### config.mk
export PLATFORM = sky130hd
export DESIGN_NAME = id_ex_stage
export DESIGN_NICKNAME = d
export VERILOG_FILES = /design/src/rtl/mips_pkg.sv /design/src/rtl/hazard_detect.sv /design/src/rtl/id_ex_stage.sv
export SDC_FILE = /design/constraint.sdc
export NUM_CORES = 1
export LEC_CHECK = 0
export ABC_AREA = 1
export CELL_PAD_IN_SITES_DETAIL_PLACEMENT = 1
export CELL_PAD_IN_SITES_GLOBAL_PLACEMENT = 1
export CORE_ASPECT_RATIO = 0.8
export CORE_MARGIN = 4
export CORE_UTILIZATION = 30
export DETAILED_ROUTE_END_ITERATION = 6
export PLACE_DENSITY_LB_ADDON = 0.1
export SETUP_SLACK_MARGIN = 0.15
export SYNTH_ARGS = -nofsm -noshare
export SYNTH_HDL_FRONTEND = slang
export SYNTH_SLANG_ARGS = --single-unit
### constraint.sdc
create_clock -name clk -period 3.5 [get_ports clk]
set_clock_uncertainty 0.2 [all_clocks]
set_input_delay 0.7 -clock clk [delete_from_list [all_inputs] [get_ports clk]]
set_output_delay 0.7 -clock clk [all_outputs]
set_load 0.05 [all_outputs]
### src/rtl/mips_pkg.sv
// Shared definitions for the 5-stage MIPS core: datapath widths, ALU op codes
// and the packed control bundle carried down the pipeline.
package mips_pkg;

  localparam int DATA_W  = 32;
  localparam int REG_AW  = 5;
  localparam int ALUOP_W = 4;

  typedef enum logic [ALUOP_W-1:0] {
    ALU_ADD  = 4'd0,
    ALU_SUB  = 4'd1,
    ALU_AND  = 4'd2,
    ALU_OR   = 4'd3,
    ALU_XOR  = 4'd4,
    ALU_NOR  = 4'd5,
    ALU_SLT  = 4'd6,
    ALU_SLTU = 4'd7,
    ALU_SLL  = 4'd8,
    ALU_SRL  = 4'd9,
    ALU_SRA  = 4'd10,
    ALU_LUI  = 4'd11
  } alu_op_e;

  typedef struct packed {
    logic reg_write;
    logic mem_read;
    logic mem_write;
    logic mem_to_reg;
    logic alu_src;
  } ctrl_t;

  localparam ctrl_t CTRL_BUBBLE = '0;

endpackage

### src/rtl/hazard_detect.sv
// Load-use hazard compare: an instruction in ID reads the destination of a load
// still sitting in EX. Also consumed by the forwarding unit.
module hazard_detect #(
  parameter int REG_AW = 5
) (
  input  logic              id_valid,
  input  logic [REG_AW-1:0] id_rs,
  input  logic [REG_AW-1:0] id_rt,
  input  logic              ex_valid,
  input  logic              ex_mem_read,
  input  logic [REG_AW-1:0] ex_dest,
  output logic              hazard
);

  // $0 is hard-wired zero, so a load targeting it can never be a real dependency
  assign hazard = id_valid && ex_valid && ex_mem_read && (ex_dest != '0) &&
                  ((ex_dest == id_rs) || (ex_dest == id_rt));

endmodule

### src/rtl/id_ex_stage.sv
// ID/EX pipeline register: WB bypass around the register file, immediate
// extension, destination select, load-use bubble insertion and branch flush.
module id_ex_stage #(
  parameter int DATA_W  = mips_pkg::DATA_W,
  parameter int REG_AW  = mips_pkg::REG_AW,
  parameter int ALUOP_W = mips_pkg::ALUOP_W
) (
  input  logic               clk,
  input  logic               rst_n,
  input  logic               id_valid,
  input  logic [REG_AW-1:0]  id_rs,
  input  logic [REG_AW-1:0]  id_rt,
  input  logic [REG_AW-1:0]  id_rd,
  input  logic [DATA_W-1:0]  id_read_data1,
  input  logic [DATA_W-1:0]  id_read_data2,
  input  logic [15:0]        id_imm16,
  input  logic [4:0]         id_shamt,
  input  logic               id_zero_ext,
  input  logic               id_reg_write,
  input  logic               id_mem_read,
  input  logic               id_mem_write,
  input  logic               id_mem_to_reg,
  input  logic               id_alu_src,
  input  logic               id_reg_dst,
  input  logic [ALUOP_W-1:0] id_alu_op,
  input  logic               wb_reg_write,
  input  logic [REG_AW-1:0]  wb_rd,
  input  logic [DATA_W-1:0]  wb_data,
  input  logic               ex_flush,
  output logic               stall,
  output logic               ex_valid,
  output logic [REG_AW-1:0]  ex_rs,
  output logic [REG_AW-1:0]  ex_rt,
  output logic [REG_AW-1:0]  ex_dest,
  output logic [DATA_W-1:0]  ex_op_a,
  output logic [DATA_W-1:0]  ex_op_b,
  output logic [DATA_W-1:0]  ex_imm32,
  output logic [4:0]         ex_shamt,
  output logic               ex_reg_write,
  output logic               ex_mem_read,
  output logic               ex_mem_write,
  output logic               ex_mem_to_reg,
  output logic               ex_alu_src,
  output logic [ALUOP_W-1:0] ex_alu_op
);

  import mips_pkg::*;

  logic               hazard;
  ctrl_t              id_ctrl;
  ctrl_t              ctrl_reg, ctrl_next;
  logic               valid_reg, valid_next;
  logic [REG_AW-1:0]  rs_reg, rs_next, rt_reg, rt_next, dest_reg, dest_next;
  logic [DATA_W-1:0]  op_a_reg, op_a_next, op_b_reg, op_b_next;
  logic [DATA_W-1:0]  imm_reg, imm_next, imm_ext;
  logic [4:0]         shamt_reg, shamt_next;
  logic [ALUOP_W-1:0] alu_op_reg, alu_op_next;

  logic [REG_AW-1:0]  src_idx [2];
  logic [DATA_W-1:0]  src_raw [2];
  logic [DATA_W-1:0]  src_byp [2];

  assign src_idx[0] = id_rs;
  assign src_idx[1] = id_rt;
  assign src_raw[0] = id_read_data1;
  assign src_raw[1] = id_read_data2;

  // The register file writes at the edge, so a same-cycle WB write is not yet visible on its read ports
  for (genvar gi = 0; gi < 2; gi++) begin : g_bypass
    assign src_byp[gi] = (wb_reg_write && (wb_rd != '0) && (wb_rd == src_idx[gi]))
                         ? wb_data : src_raw[gi];
  end

  assign imm_ext = id_zero_ext ? {{(DATA_W-16){1'b0}}, id_imm16}
                               : {{(DATA_W-16){id_imm16[15]}}, id_imm16};

  assign id_ctrl = '{reg_write:  id_reg_write,
                     mem_read:   id_mem_read,
                     mem_write:  id_mem_write,
                     mem_to_reg: id_mem_to_reg,
                     alu_src:    id_alu_src};

  hazard_detect #(.REG_AW(REG_AW)) u_hazard_detect (
    .id_valid    (id_valid),
    .id_rs       (id_rs),
    .id_rt       (id_rt),
    .ex_valid    (valid_reg),
    .ex_mem_read (ctrl_reg.mem_read),
    .ex_dest     (dest_reg),
    .hazard      (hazard)
  );

  // A flush redirects the front end, so holding PC/IF-ID would be wrong
  assign stall = hazard && !ex_flush;

  always_comb begin
    valid_next  = 1'b0;
    ctrl_next   = CTRL_BUBBLE;
    rs_next     = '0;
    rt_next     = '0;
    dest_next   = '0;
    op_a_next   = '0;
    op_b_next   = '0;
    imm_next    = '0;
    shamt_next  = '0;
    alu_op_next = '0;
    if (!ex_flush && !hazard) begin
      valid_next  = id_valid;
      ctrl_next   = id_valid ? id_ctrl : CTRL_BUBBLE;
      rs_next     = id_rs;
      rt_next     = id_rt;
      dest_next   = id_reg_dst ? id_rd : id_rt;
      op_a_next   = src_byp[0];
      op_b_next   = src_byp[1];
      imm_next    = imm_ext;
      shamt_next  = id_shamt;
      alu_op_next = id_alu_op;
    end
  end

  always_ff @(posedge clk or negedge rst_n) begin
    if (!rst_n) begin
      valid_reg  <= 1'b0;
      ctrl_reg   <= CTRL_BUBBLE;
      rs_reg     <= '0;
      rt_reg     <= '0;
      dest_reg   <= '0;
      op_a_reg   <= '0;
      op_b_reg   <= '0;
      imm_reg    <= '0;
      shamt_reg  <= '0;
      alu_op_reg <= '0;
    end else begin
      valid_reg  <= valid_next;
      ctrl_reg   <= ctrl_next;
      rs_reg     <= rs_next;
      rt_reg     <= rt_next;
      dest_reg   <= dest_next;
      op_a_reg   <= op_a_next;
      op_b_reg   <= op_b_next;
      imm_reg    <= imm_next;
      shamt_reg  <= shamt_next;
      alu_op_reg <= alu_op_next;
    end
  end

  assign ex_valid      = valid_reg;
  assign ex_rs         = rs_reg;
  assign ex_rt         = rt_reg;
  assign ex_dest       = dest_reg;
  assign ex_op_a       = op_a_reg;
  assign ex_op_b       = op_b_reg;
  assign ex_imm32      = imm_reg;
  assign ex_shamt      = shamt_reg;
  assign ex_reg_write  = ctrl_reg.reg_write;
  assign ex_mem_read   = ctrl_reg.mem_read;
  assign ex_mem_write  = ctrl_reg.mem_write;
  assign ex_mem_to_reg = ctrl_reg.mem_to_reg;
  assign ex_alu_src    = ctrl_reg.alu_src;
  assign ex_alu_op     = alu_op_reg;

endmodule
==> run metrics, run 1 <==
Routed WL=19,100 um; placed cells=1,115; fill count=2,043; GP Congestion=0.846; Crit Path Max Fanout=3; Seq cells post-synth=111; post-synth cell types=21; setup TNS=0 ps; Die H=126 um; first-pass GRT wire length=30,000 um; Slew Viols, Final=0; Synth async-reset ratio=100%; number of max-cap violations=0; CTS root buf=clkbuf_16; sequential element share of the synthesized area=52.8%; worst hold path class=in -> async; I/O Buffers=279; core area=17,300 um2; Least-Margin Pin Slew=566 ps; worst skew pair latency=350 ps; Tcrit/Tclk final=88.6%; Rows=43; GRT overflow=0; top cell type's share of synthesized area=52.8%; endpoints failing setup=0; Die Footprint=19,700 um2; Non-Filler Instances=1,131; post-DR wirelength/cell=16.9 um; CTS tree=built; Post-Route Utilization=48.8%; Critical Path Sink Type=output pin; Final min period=3100 ps; CTS resizes=0; Detail Route Antenna Nets=0; clk sinks=111; Worst setup endpoint=stall; initial antenna violation count=1; CTS buffer count=9; top-count cell post-synth=nand2_1; critical register-to-register path startpoint=ex_dest[1]; drt initial violations=238; Commonest cells post-synth=nand2_1 (155), nor2_1 (116), dfrtp_1 (111); Most used DFF post-synth=dfrtp_1; Initial Util=30.5%; Worst-path clk slew=70 ps; Post-Syn Area=5260 um2; Synth Area per Inst=8.14 um2; overall via count from detail_route=4,974; final net count=1,054; post-DP HPWL=14,500 um; CTS max path bufs=2; Post-synth EDFFs=0; VDD IR max=0.220 mV; Mapped Nets=799; startpoint types=input port; vias per inst=4.40; IO Pins=280; PwrDens=402 nW/um2; vias in the first global route=5,420; Final Hold Viols=0; dominant cells by area after synthesis=dfrtp_1 (53%), nand2_1 (11%), nor2_1 (8.3%), inv_1 (7.0%), nand4_1 (4.0%); max_slew headroom=62.1%; RSZ-0062 raised after global routing=false; die span in x=156 um; number of synthesis warnings=0; critical path data required time=2600 ps; status=completed; setup slack, reg-to-reg=1420 ps; DR pass1 iterations=4; H-tree depth=3; GRT Total Usage=19.5%; largest net degree at the start of global routing=84; Area growth, synth to finish=60.2%; critical path class=in -> out; crit path from=id_rs[4]; diodes inserted=0; Setup Buffers After CTS=0; layout cells sized above 1=6.62%; Pleak=4.24 nW; crit path DAT=2200 ps; post-route DRC violation count=0; cell taking the most area after synthesis=dfrtp_1; reg2reg end=ex_alu_op[2]; worst r2r path cells=8; Hold-fix buffers, CTS=0; Cells after Synth=646; fmax=322 MHz
## cell usage in the layout (no fill, tap or decap), drive strengths merged
master	synthesis	routed
clkdlybuf4s50	0	277
nand2	157	157
nor2	129	129
dfrtp	111	111
inv	109	111
nand3	37	37
nand4	34	34
buf	49	16
clkbuf	0	10
xor2	9	9
a21oi	5	5
xnor2	4	4
bufinv	0	2
clkinv	0	2
nor3	1	1
or2	1	1
## per-stage QoR
step | hold WS (ps) | total power, mW | area (um2) | setup WS, ps
floorplan | 204 | 1.88 | 5260 | 793
global route | 76.7 | 3.56 | 8430 | 231
global placement | 452 | 2.30 | 8110 | 417
CTS | 65.0 | 3.44 | 8430 | 354
detailed placement | 452 | 2.31 | 8110 | 355
finish | 68.3 | 3.39 | 8430 | 398
## layout make-up
cell class	count	area (um2)	area share, %
clock buffers	10	229	2.72
multi-input cells	377	1700	20.1
clock inverters	6	91.3	1.08
inverters	109	409	4.86
repair buffers	293	2940	34.9
flip-flops and latches	111	2780	33.0
well taps	225	282	3.34
## worst min-delay path by stage
stage	to	depth (start not counted)	startpoint
floorplan	ex_alu_op[0]	0	rst_n
global placement	ex_op_b[4]	1	rst_n
detailed placement	ex_op_b[6]	1	rst_n
CTS	ex_op_b[6]	1	rst_n
global route	ex_op_b[2]	1	rst_n
finish	ex_op_b[6]	1	rst_n
## metal layers
| layer | GRT usage [%] | part of all wire, % | vias up |
|---|---|---|---|
| met3 | 6.04 | 8.0 | 21 |
| met5 | 0 | 0.068 | - |
| met2 | 31.0 | 47 | 169 |
| met4 | 4.58 | 1.5 | 2 |
| li1 | - | - | 2409 |
| met1 | 26.2 | 44 | 2373 |
## worst max-delay path, cell delays in order
cell and delay (ps):
clkdlybuf4s50_1 530, inv_1 80, nand2_1 60, nand2_1 60
nor2_1 120, nand3_1 90, nand2_1 90, nand2_1 110
nor2_1 190, buf_12 170
## report_power, final
| part | internal, mW | total, mW | leakage (nW) | switching (mW) |
|---|---|---|---|---|
| clock network | 0.634 | 1.11 | 0.157 | 0.479 |
| logic | 0.352 | 0.900 | 2.65 | 0.548 |
| registers | 1.35 | 1.38 | 1.44 | 0.0267 |
| total | 2.33 | 3.39 | 4.24 | 1.05 |
## cells by family after synthesis
kind of cell / share of synthesized area, %
AND/OR/NAND/NOR: 29.4
XOR/XNOR: 2.16
AO/OA/AOI/OAI: 0.476
buffers and inverters: 15.2
flip-flops: 52.8
Note: power is estimated with default switching activity, not from simulation.
==> inputs of run 2 (changes only) <==
--- a/config.mk
+++ b/config.mk
@@ -8,7 +8,7 @@
 export ABC_AREA = 1
 export CELL_PAD_IN_SITES_DETAIL_PLACEMENT = 1
 export CELL_PAD_IN_SITES_GLOBAL_PLACEMENT = 1
-export CORE_ASPECT_RATIO = 0.8
+export CORE_ASPECT_RATIO = 0.6
 export CORE_MARGIN = 4
 export CORE_UTILIZATION = 30
 export DETAILED_ROUTE_END_ITERATION = 6
==> run metrics, run 2 (same netlist as run 1, synthesis figures left out) <==
endpoints failing setup=0 (unchanged); drt initial violations=300 (+26%); Net Sw Frac=32.3% (+1.2 points); vias in the first global route=5,496 (+1.4%); Detail Route Antenna Nets=0 (unchanged); critical register-to-register path startpoint=ex_dest[0]; Area growth, synth to finish=60.5%; first-pass GRT wire length=31,300 um (+4.4%); Crit Path Max Fanout=4 (+1); Routed WL=20,000 um (+5.1%); vias per inst=4.40 (about the same); multi-input logic area=1700 um2 (+0.29%); fmax=324 MHz (+0.43%); Tcrit/Tclk final=88.2% (-0.38 points); IO Pins=280 (unchanged); core area=17,200 um2 (-0.55%); overall via count from detail_route=5,009 (+0.70%); CTS root buf=clkbuf_16; final net count=1,053 (-0.095%); post-DP HPWL=15,300 um (+5.2%); Setup Buffers After CTS=0 (unchanged); Comb pwr share=26.8% (+0.2 points); DR pass1 iterations=4 (unchanged); Worst-path clk slew=80 ps (about the same); Pleak=4.24 nW (about the same); GRT Total Usage=20.3% (+0.79 points); reg2reg end=ex_op_b[16]; Seq pwr share=40.7% (about the same); post-route DRC violation count=0 (unchanged); worst skew pair latency=350 ps (about the same); initial antenna violation count=1 (unchanged); crit path DAT=2190 ps (about the same); post-DR wirelength/cell=17.6 um (+4.3%); CTS resizes=0 (unchanged); total net switching power=1.09 mW (+3.6%); PwrDens=400 nW/um2 (-0.45%); Least-Margin Pin Slew=595 ps (+28.7 ps); GP Congestion=0.864 (+2.2%); worst r2r path cells=8 (unchanged); setup TNS=0 ps (unchanged); Final Hold Viols=0 (unchanged); fill count=2,023 (-0.98%); H-tree depth=3 (unchanged); Rows=37 (-14%); status=completed; layout cells sized above 1=6.63% (+0.0073 points); Slew Viols, Final=0 (unchanged); commonest cells after routing, fill and taps aside=clkdlybuf4s50_1 (277), nand2_1 (155), nor2_1 (116); I/O Buffers=279 (unchanged); Initial Util=30.6% (+0.17 points); setup slack, reg-to-reg=1290 ps (-130 ps); critical path data required time=2600 ps (about the same); final instance area=8440 um2 (+0.18%); RSZ-0062 raised after global routing=false; Placed Area=8130 um2 (+0.26%); commonest non-fill, non-tap cell in the layout=clkdlybuf4s50_1; number of max-cap violations=0 (unchanged); diodes inserted=0 (unchanged); Power, Total=3.38 mW (-0.27%); clk sinks=111 (unchanged); VDD IR max=0.219 mV (-0.59%); CTS buffer count=9 (unchanged); Int Pwr=2.29 mW (-2.0%); Critical Path Sink Type=output pin; startpoint types=input port; CTS max path bufs=2 (unchanged); critical path class=in -> out; Final min period=3090 ps (-13.2 ps); Die Footprint=19,800 um2 (+0.28%); CTS tree=built; GRT overflow=0 (unchanged); clock power share=32.5% (-0.3 points); max_slew headroom=60.2% (-1.9 points); Die H=111 um (-13%); FF/Latch Area=2780 um2 (unchanged); largest net degree at the start of global routing=63 (-25%); die span in x=179 um (+15%); Hold-fix buffers, CTS=0 (unchanged); worst hold path class=in -> async
-- run 2: cell count changes in the layout (fill, tap and decap cells not counted), sizes merged --
cell and change:
buf -1, inv +1, clkinv -1, clkinvlp +1, bufinv -1
-- run 2: final cells by class --
class,instances,area share (%)
timing repair buffer,292,34.9
clock buffer,10,2.83
tap,234,3.47
multi-input combinational,377,20.1
sequential,111,32.9
clock inverter,6,0.889
inverter,109,4.85
-- run 2: routing by layer --
metal,wire (um),share of wire (%),up-vias,track usage [%]
li1,-,-,2409,-
met1,8680,43,2430,25.9
met2,9320,47,156,33.4
met3,1870,9.3,12,7.63
met4,148,0.74,2,3.32
met5,13,0.065,-,0
-- run 2: stage by stage --
step,utilization [%],worst slack [ps],hold slack (ps),std cells
final,49.2,412,42.3,1139
after global routing,49.2,279,53.9,1139
after CTS,49.2,413,49.3,1139
after detailed placement,47.3,418,438,1123
after global placement,47.3,417,435,1123
after floorplan,-,793,204,646
-- run 2: power groups by stage --
stage / Combinational [mW] / Clock (mW) / Sequential (mW)
2_1_floorplan: 0.235 / 0 / 1.65
3_3_place_gp: 0.899 / 0 / 1.40
3_5_place_dp: 0.911 / 0 / 1.40
4_1_cts: 0.914 / 1.13 / 1.38
5_1_grt: 0.967 / 1.19 / 1.39
6_report: 0.904 / 1.10 / 1.38
-- run 2: worst max path at each step --
| stage | start | slack, ps | endpoint | cells past startpoint |
|---|---|---|---|---|
| global placement | id_rt[3] | 420 | stall | 10 |
| global route | id_rt[3] | 280 | stall | 10 |
| floorplan | ex_dest[3] | 790 | stall | 8 |
| detailed placement | id_rt[3] | 420 | stall | 10 |
| finish | id_rt[3] | 410 | stall | 10 |
| CTS | id_rt[3] | 410 | stall | 10 |
-- run 2: critical path, stage by stage --
cell             delay [ps]
clkdlybuf4s50_1         510
inv_1                   100
nand2_1                  70
nand2_1                  50
nor2_1                   90
nand3_1                  90
nand2_1                 100
nand2_1                 110
nor2_1                  210
buf_12                  170
